### src/rtl/hub_slot_master.sv
// Hub-side bus initiator: round-robin slot owner drives the hub memory bus, ack + read data two cycles later.
// Optional HUB_SLOT_SKIP_EN: an idle slot is handed to the next eligible port after the owner.
module hub_slot_master #(
  parameter int unsigned PORTS = 8,
  parameter int unsigned SW    = 3
) (
  input  logic                clk_cog,
  input  logic                nres,
  input  logic                ena_bus,
  input  logic [PORTS-1:0]    req,
  input  logic [PORTS-1:0]    req_w,
  input  logic [4*PORTS-1:0]  req_wb,
  input  logic [14*PORTS-1:0] req_a,
  input  logic [32*PORTS-1:0] req_d,
  output logic [PORTS-1:0]    ack,
  output logic [31:0]         rdata,
  output logic [SW-1:0]       slot,
  output logic                mem_w,
  output logic [3:0]          mem_wb,
  output logic [13:0]         mem_a,
  output logic [31:0]         mem_d,
  input  logic [31:0]         mem_q
);

  logic [SW-1:0]    slot_q, slot_d;
  logic [PORTS-1:0] busy_q, busy_d;
  logic             s1_vld_q, s1_vld_d;
  logic [SW-1:0]    s1_port_q, s1_port_d;
  logic [PORTS-1:0] ack_q, ack_d;
  logic [31:0]      rdata_q, rdata_d;

  logic             gnt_vld;
  logic [SW-1:0]    gnt_port;
`ifdef HUB_SLOT_SKIP_EN
  logic [SW-1:0]    cand;
`endif

  always_comb begin
    gnt_vld  = 1'b0;
    gnt_port = slot_q;
`ifdef HUB_SLOT_SKIP_EN
    cand     = '0;
    // Scan starts at the owner itself, so the owner keeps priority in its own slot.
    for (int unsigned k = 0; k < PORTS; k++) begin
      cand = slot_q + SW'(k);
      if (!gnt_vld && req[cand] && !busy_q[cand]) begin
        gnt_vld  = 1'b1;
        gnt_port = cand;
      end
    end
`else
    gnt_vld = req[slot_q] && !busy_q[slot_q];
`endif
  end

  always_comb begin
    mem_w  = 1'b0;
    mem_wb = '0;
    mem_a  = '0;
    mem_d  = '0;
    if (nres && gnt_vld) begin
      mem_w  = req_w[gnt_port];
      mem_wb = req_wb[4*gnt_port +: 4];
      mem_a  = req_a[14*gnt_port +: 14];
      mem_d  = req_d[32*gnt_port +: 32];
    end
  end

  always_comb begin
    slot_d    = slot_q;
    // A port stays busy through its ack cycle so a still-held req is not served twice.
    busy_d    = busy_q & ~ack_q;
    s1_vld_d  = 1'b0;
    s1_port_d = s1_port_q;
    ack_d     = '0;
    rdata_d   = rdata_q;
    if (ena_bus) begin
      slot_d = slot_q + SW'(1);
      if (gnt_vld) begin
        busy_d[gnt_port] = 1'b1;
        s1_vld_d         = 1'b1;
        s1_port_d        = gnt_port;
      end
    end
    if (s1_vld_q) begin
      ack_d[s1_port_q] = 1'b1;
      rdata_d          = mem_q;
    end
  end

  always_ff @(posedge clk_cog) begin
    if (!nres) begin
      slot_q    <= '0;
      busy_q    <= '0;
      s1_vld_q  <= 1'b0;
      s1_port_q <= '0;
      ack_q     <= '0;
      rdata_q   <= '0;
    end else begin
      slot_q    <= slot_d;
      busy_q    <= busy_d;
      s1_vld_q  <= s1_vld_d;
      s1_port_q <= s1_port_d;
      ack_q     <= ack_d;
      rdata_q   <= rdata_d;
    end
  end

  assign ack   = ack_q;
  assign rdata = rdata_q;
  assign slot  = slot_q;

endmodule

### config.mk
export PLATFORM = sky130hd
export DESIGN_NAME = hub_slot_master
export DESIGN_NICKNAME = d
export VERILOG_FILES = /design/src/rtl/hub_slot_master.sv
export SDC_FILE = /design/constraint.sdc
export NUM_CORES = 1
export LEC_CHECK = 0
export CAP_MARGIN = 5
export CORE_AREA = 4 4 213 215
export CTS_BUF_LIST = sky130_fd_sc_hd__clkbuf_4
export DETAILED_ROUTE_END_ITERATION = 8
export DIE_AREA = 0 0 217 219
export PLACE_DENSITY = 0.49
export SLEW_MARGIN = 20
export SYNTH_ARGS = -nofsm -noshare
export SYNTH_HDL_FRONTEND = slang
export SYNTH_SLANG_ARGS = --single-unit
### constraint.sdc
create_clock -name clk_cog -period 1.8 [get_ports clk_cog]
set_input_delay 0.18 -clock clk_cog [delete_from_list [all_inputs] [get_ports clk_cog]]
set_output_delay 0.18 -clock clk_cog [all_outputs]
set_load 0.02 [all_outputs]
==> parameters.txt, run 1 <==
Parameter                              Value

Route
  Final ANT Viol Nets    0
  Count of TritonRoute iterations in the first routing pass    4
  DR vias    7,514
  Final routed DRC violation total    0
  DR WL/cell    22.6 um
  Number of vias per cell    4.19
  DR iter-0 viols    270
  Total detailed-routing wirelength    40.6 mm

Place
  Quantity of I/O buffers inserted on ports    544
  Inst Count DP    1,745
  Pre-CTS setup slack    -1.07 ns
  Half-perimeter wire length of the detailed placement result    32.9 mm
  Final weighted congestion in routability-driven placement    0.835

Finish
  Count of placed standard cells in the final layout, fillers left out    1,792
  Fraction of layout cells with a size suffix above 1    29.5%
  Area grow syn2layout    141%
  Final core utilization    30.8%
  Layout filler cell count    4,676
  Final-stage net count    1,648

Clock tree
  Clock transition time at the flip-flop clock pins of the worst setup and hold paths    0.18 ns
  CTS H-Tree Depth    2
  Maximum count of clock buffers along a single path    2
  Number of clock sinks    55
  Clock root buffer master    sky130_fd_sc_hd__clkbuf_4
  Clock insertion delay at the later pin of the skew report    0.39 ns
  Clock tree from TritonCTS    yes
  Total clock buffers created by CTS    5

Worst setup path
  Critical path capture point type    output pin
  Required time at the worst-slack endpoint    1.62 ns
  Type of origin of the critical path    flop
  Crit path kind    reg2out
  Arrival time of the worst setup path    2.65 ns
  Top fanout value on the critical path    7

Die
  Total number of placement rows    77
  Horizontal die dimension    217 um
  Core area    43,700 um2
  Top-level port count    545
  Initial core utilization    12.8%
  Die Span Y    219 um
  DIE AREA    47,500 um2

STA
  Maximum clock frequency    0.353 GHz
  Final period utilization    157%
  Min Tclk post-route    2.83 ns
  Max_slew headroom    60.8%
  Worst-case setup margin in the final layout    -1.03 ns
  Slew at the pin with the worst max-slew slack    0.588 ns
  Setup-violating endpoint count in the final report    63
  Pins Over Slew Limit    0
  Post-Route Setup TNS    -50.77 ns
  Unrepaired setup endpoints after global routing    true
  Total count of hold-check failures in the final report    0
  Max Clock Skew    0.0179 ns

Synth
  Count of unique library cells instantiated by Yosys    47
  Fraction of the yosys area taken by sequential cells    19.7%
  Yosys warnings    0
  Leading register cell type out of synthesis    sky130_fd_sc_hd__dfxtp_1
  Biggest area contributors in the synthesized netlist    sky130_fd_sc_hd__dfxtp_1, sky130_fd_sc_hd__mux4_2, sky130_fd_sc_hd__mux2i_1
  Post-synthesis net count    1,042
  Synth top area share    19.7%
  Post-synthesis cell type with the largest combined area    sky130_fd_sc_hd__dfxtp_1
  Area of the mapped netlist    5580 um2
  #FFs+latches synth    55
  Average cell area after synthesis    9.46 um2
  Number of synthesized flops with an enable pin    0
  Asr flop ratio synth    0%
  Number of instances in the synthesized netlist    590

GRT
  First-pass GRT wire length    55.6 mm
  GRT Total Usage    15.5%
  Vias in the first global route    8,091
  Antenna violations before repair    3
  Grt ovf    0
  Maximum number of pins on one net before global-route repair    56

Power and ir drop
  Post-route total power    5.93 mW
  Worst IR Drop VDD    0.263 mV
  P per Cell Area    440 nW/um2
  Leakage power total    4.62 nW

Job
  Max Cap Viol    0

Worst hold path
  Worst min-delay path class    in2reg

Run status
  Violated checks    setup timing
  Status    finished with violations
==> cell type report <==
class                   instances  area (um2)  share of cell area (%)
diodes                          3        7.51                  0.0557
flip-flops and latches         55        1110                    8.27
clock inverters                 3        23.8                   0.176
clock buffers                   5        37.5                   0.279
inverters                       5        18.8                   0.139
multi-input cells             463        4760                    35.3
well taps                     592         741                    5.50
repair buffers                666        6770                    50.2
==> power breakdown <==
part / leakage, nW / switching (mW) / internal [mW]
Combinational: 4.13 / 1.67 / 2.35
Sequential: 0.449 / 0.0409 / 1.27
Clock: 0.0348 / 0.436 / 0.162
==> state kept, by name, summed over array words and instances, names as in the netlist <==
register   cells
slot           3
busy_q         8
s1_vld_q       1
ack            8
rdata         32
s1_port_q      3
==> cells in the final DEF (no fill, tap or decap), drive strengths merged, types with 3 or more instances in the layout <==
cell type / instances
clkdlybuf4s50: 491
inv: 6
o32ai: 3
a221oi: 16
a211oi: 13
o221ai: 40
dfxtp: 55
a22o: 3
clkbuf: 6
nor2b: 38
o21ai: 7
diode: 3
or2: 3
nor2: 34
a21oi: 31
mux2: 50
o22ai: 44
nand3: 7
mux4: 40
nand2: 50
mux2i: 56
nand3b: 3
nand2b: 7
buf: 172
==> what timing repair did <==
item	4_1_cts	5_1_grt
pin swaps	6	9
gates resized for setup	333	44
gates cloned	2	2
setup buffers	30	6
hold buffers	0	0
endpoints found under the setup margin	65	64
==> per-layer routing <==
layer / GRT usage, % / share of wire [%] / up-vias
met1: 18.6 / 40 / 3631
met3: 4.40 / 8.0 / 29
met4: 3.05 / 1.6 / 0
met5: 0 / 0 / -
met2: 27.8 / 50 / 332
li1: - / - / 3522
==> critical path, cell delays in order, from the launching register on <==
cell	delay (ns)
sky130_fd_sc_hd__dfxtp_4	0.39
sky130_fd_sc_hd__buf_6	0.13
sky130_fd_sc_hd__buf_12	0.12
sky130_fd_sc_hd__mux2_4	0.28
sky130_fd_sc_hd__a221o_1	0.30
sky130_fd_sc_hd__nand2_2	0.10
sky130_fd_sc_hd__nand3_4	0.10
sky130_fd_sc_hd__buf_4	0.16
sky130_fd_sc_hd__buf_12	0.14
sky130_fd_sc_hd__buf_4	0.15
sky130_fd_sc_hd__a221oi_4	0.20
sky130_fd_sc_hd__buf_6	0.16
==> cell usage after synthesis, types with 2 or more instances <==
cell type,instances
sky130_fd_sc_hd__mux2i_1,56
sky130_fd_sc_hd__dfxtp_1,55
sky130_fd_sc_hd__nand2_1,50
sky130_fd_sc_hd__mux2_2,49
sky130_fd_sc_hd__o22ai_1,44
sky130_fd_sc_hd__mux4_2,40
sky130_fd_sc_hd__o221ai_1,40
sky130_fd_sc_hd__nor2b_1,38
sky130_fd_sc_hd__nor2_1,34
sky130_fd_sc_hd__a21oi_1,31
sky130_fd_sc_hd__clkbuf_1,31
sky130_fd_sc_hd__buf_2,21
sky130_fd_sc_hd__a221oi_2,15
sky130_fd_sc_hd__a211oi_2,11
sky130_fd_sc_hd__nand2b_1,7
sky130_fd_sc_hd__o21ai_0,7
sky130_fd_sc_hd__buf_4,6
sky130_fd_sc_hd__buf_6,5
sky130_fd_sc_hd__inv_1,5
sky130_fd_sc_hd__nand3_1,5
sky130_fd_sc_hd__buf_1,4
sky130_fd_sc_hd__a22o_1,3
sky130_fd_sc_hd__nand3b_1,3
sky130_fd_sc_hd__a211oi_1,2
sky130_fd_sc_hd__a221o_1,2
sky130_fd_sc_hd__and2_1,2
sky130_fd_sc_hd__nor3_1,2
sky130_fd_sc_hd__o32ai_1,2
sky130_fd_sc_hd__or2_2,2
==> path summary, 6_finish.rpt <==
path,startpoint,to,slack [ns],depth (start not counted)
setup reg to reg,slot[1],s1_port_q[1],-0.51,14
hold reg to reg,ack[1],busy_q[1],0.46,1
setup / recovery,slot[1],mem_d[1],-1.03,11
hold / removal,mem_q[9],rdata[9],0.38,3
==> per-stage QoR <==
stage,hold slack [ns],cell area [um2]
2_1_floorplan,0.350,6010
3_3_place_gp,0.431,12600
3_5_place_dp,0.444,12600
4_1_cts,0.357,13200
5_1_grt,0.339,13500
6_report,0.381,13500
==> kinds of logic (layout without fill, tap and decap cells) <==
family,after synthesis,in the layout,synth area share [%]
compound gates,163,163,23.6
buf+inv,72,679,6.39
mux,146,146,36.3
other cells,0,3,0
fa+ha+maj,1,1,0.224
simple gates,151,151,13.5
xor+xnor,2,2,0.314
flops,55,55,19.7
No activity file was read; power rests on OpenSTA's default activity.
==> inputs of run 2 (changes only) <==
RECOVER_POWER = 100   (was unset)
==> run 2 against run 1 <==
Against the previous run:
- the flow still finishes with violations (setup timing)
- register-to-register slack hardly changed
- global-route usage stayed put
- first-iteration DRC count is 0.37% higher
- clock skew hardly changed
- sequential cell count stayed put
- critical path depth stayed put
- design area stayed put
- largest power group unchanged
- power is 0.28% lower
- non-clock buffer count stayed put
- worst setup slack hardly changed
- clock-buffer cell count stayed put
- via count is 0.11% lower
==> parameters.txt, run 2 (synthesized netlist as in run 1, its figures left out) <==
Parameter                              Value

Clock tree
  Number of clock sinks    55 (unchanged)
  Clock transition time at the flip-flop clock pins of the worst setup and hold paths    0.18 ns (about the same)
  Clock root buffer master    sky130_fd_sc_hd__clkbuf_4
  Total clock buffers created by CTS    5 (unchanged)
  CTS H-Tree Depth    2 (unchanged)
  Number of hold buffers added after CTS    0 (unchanged)
  Clock tree from TritonCTS    yes
  Maximum count of clock buffers along a single path    2 (unchanged)
  Clock insertion delay at the later pin of the skew report    0.39 ns (about the same)

Worst setup path
  Required time at the worst-slack endpoint    1.62 ns (about the same)
  Startpoint of the lowest-slack register-to-register path    slot[1]
  Source of the critical timing path    slot[1]
  Top fanout value on the critical path    7 (unchanged)
  Crit path kind    reg2out
  Type of origin of the critical path    flop
  Arrival time of the worst setup path    2.65 ns (about the same)
  Critical path capture point type    output pin

STA
  Max Clock Skew    0.0179 ns (-0.0000270 ns)
  Pins Over Slew Limit    0 (unchanged)
  Total count of hold-check failures in the final report    0 (unchanged)
  Max_slew headroom    60.8% (unchanged)
  Unrepaired setup endpoints after global routing    true
  Slew at the pin with the worst max-slew slack    0.588 ns (+0.000000238 ns)
  Worst-case setup margin in the final layout    -1.03 ns (+0.0000400 ns)
  Final period utilization    157% (about the same)
  Maximum clock frequency    0.353 GHz (about the same)
  Min Tclk post-route    2.83 ns (-0.0000400 ns)
  Setup-violating endpoint count in the final report    63 (unchanged)

Place
  Quantity of I/O buffers inserted on ports    544 (unchanged)
  Half-perimeter wire length of the detailed placement result    32.9 mm (unchanged)
  Inst Count DP    1,745 (unchanged)
  Final weighted congestion in routability-driven placement    0.835 (unchanged)

Finish
  Area grow syn2layout    141% (unchanged)
  Max reg flops    32 (unchanged)
  Top library cells by usage in the layout, fill and taps aside    sky130_fd_sc_hd__clkdlybuf4s50_1, sky130_fd_sc_hd__buf_4, sky130_fd_sc_hd__buf_6
  Final-stage net count    1,648 (unchanged)
  Most common cell after layout, fill and taps aside    sky130_fd_sc_hd__clkdlybuf4s50_1
  Fraction of layout cells with a size suffix above 1    29.5% (unchanged)
  Count of placed standard cells in the final layout, fillers left out    1,792 (unchanged)

Die
  Die Span Y    219 um (unchanged)
  Top-level port count    545 (unchanged)
  DIE AREA    47,500 um2 (unchanged)
  Core area    43,700 um2 (unchanged)
  Initial core utilization    12.8% (unchanged)
  Horizontal die dimension    217 um (unchanged)
  Total number of placement rows    77 (unchanged)

Power and ir drop
  Post-route total power    5.91 mW (-0.28%)
  P per Cell Area    439 nW/um2 (-0.28%)
  Worst IR Drop VDD    0.263 mV (-0.16%)
  Leakage power total    4.73 nW (+2.4%)

Worst hold path
  Worst min-delay path class    in2reg
  Hold Crit Start    mem_q[9]

Route
  Final ANT Viol Nets    0 (unchanged)
  Count of TritonRoute iterations in the first routing pass    4 (unchanged)
  DR WL/cell    22.6 um (-0.10%)
  DR iter-0 viols    271 (+0.37%)
  Final routed DRC violation total    0 (unchanged)
  Total detailed-routing wirelength    40.5 mm (-0.10%)
  DR vias    7,506 (-0.11%)
  Number of vias per cell    4.19 (-0.11%)

Job
  Max Cap Viol    0 (unchanged)

GRT
  Maximum number of pins on one net before global-route repair    56 (unchanged)
  GRT Total Usage    15.5% (unchanged)
  Antenna violations before repair    3 (unchanged)
  First-pass GRT wire length    55.6 mm (unchanged)
  Vias in the first global route    8,091 (unchanged)
  Grt ovf    0 (unchanged)

Run status
  Violated checks    setup timing
  Status    finished with violations
-- run 2: layer usage --
layer  GRT usage, %  wire length (um)  part of all wire, %  vias to the layer above
met3           4.40              3240                  8.0                       29
met5              0                 0                    0                        -
li1               -                 -                    -                     3520
met4           3.05               651                  1.6                        0
met2           27.8             20400                   50                      332
met1           18.6             16200                   40                     3625
-- run 2: worst max-delay path: stages (launching register included) --
cell                       delay [ns]
sky130_fd_sc_hd__dfxtp_4         0.39
sky130_fd_sc_hd__buf_6           0.13
sky130_fd_sc_hd__buf_12          0.12
sky130_fd_sc_hd__mux2_4          0.28
sky130_fd_sc_hd__a221o_1         0.30
sky130_fd_sc_hd__nand2_2         0.10
sky130_fd_sc_hd__nand3_4         0.10
sky130_fd_sc_hd__buf_4           0.16
sky130_fd_sc_hd__buf_12          0.14
sky130_fd_sc_hd__buf_4           0.15
sky130_fd_sc_hd__a221oi_4        0.20
sky130_fd_sc_hd__buf_6           0.16
-- run 2: cell type report --
class | count | area [um2]
clock buffers | 5 | 37.5
diodes | 3 | 7.51
flip-flops and latches | 55 | 1110
well taps | 592 | 741
multi-input cells | 463 | 4760
inverters | 5 | 18.8
fillers | 4676 | 30300
repair buffers | 666 | 6770
clock inverters | 3 | 23.8
-- run 2: final timing paths --
kind / to / slack (ns) / cells after the start
max reg2reg: s1_port_q[1] / -0.51 / 14
min: rdata[9] / 0.38 / 3
max: mem_d[1] / -1.03 / 11
min reg2reg: busy_q[1] / 0.46 / 1
-- run 2: through the flow --
step	cell area (um2)	hold WS, ns	util [%]	setup WS (ns)	TNS [ns]
final	13500	0.381	30.8	-1.03	-50.76
after global routing	13500	0.339	30.8	-1.14	-57.09
after CTS	13200	0.357	30.3	-1.08	-53.89
after detailed placement	12600	0.444	28.8	-1.07	-51.03
after global placement	12600	0.431	28.8	-1.04	-48.70
after floorplan	6010	0.350	-	-0.275	-12.48
-- run 2: where the power goes --
part,total (mW),internal (mW),switching [mW]
registers,1.31,1.27,0.0391
logic,4.00,2.33,1.67
clock network,0.598,0.162,0.436
total,5.91,3.76,2.14
-- run 2: timing repair --
action	4_1_cts	5_1_grt
pin swaps	6	9
cloned	2	2
resized for setup	333	44
endpoints found under the setup margin	65	64
setup buffers	30	6
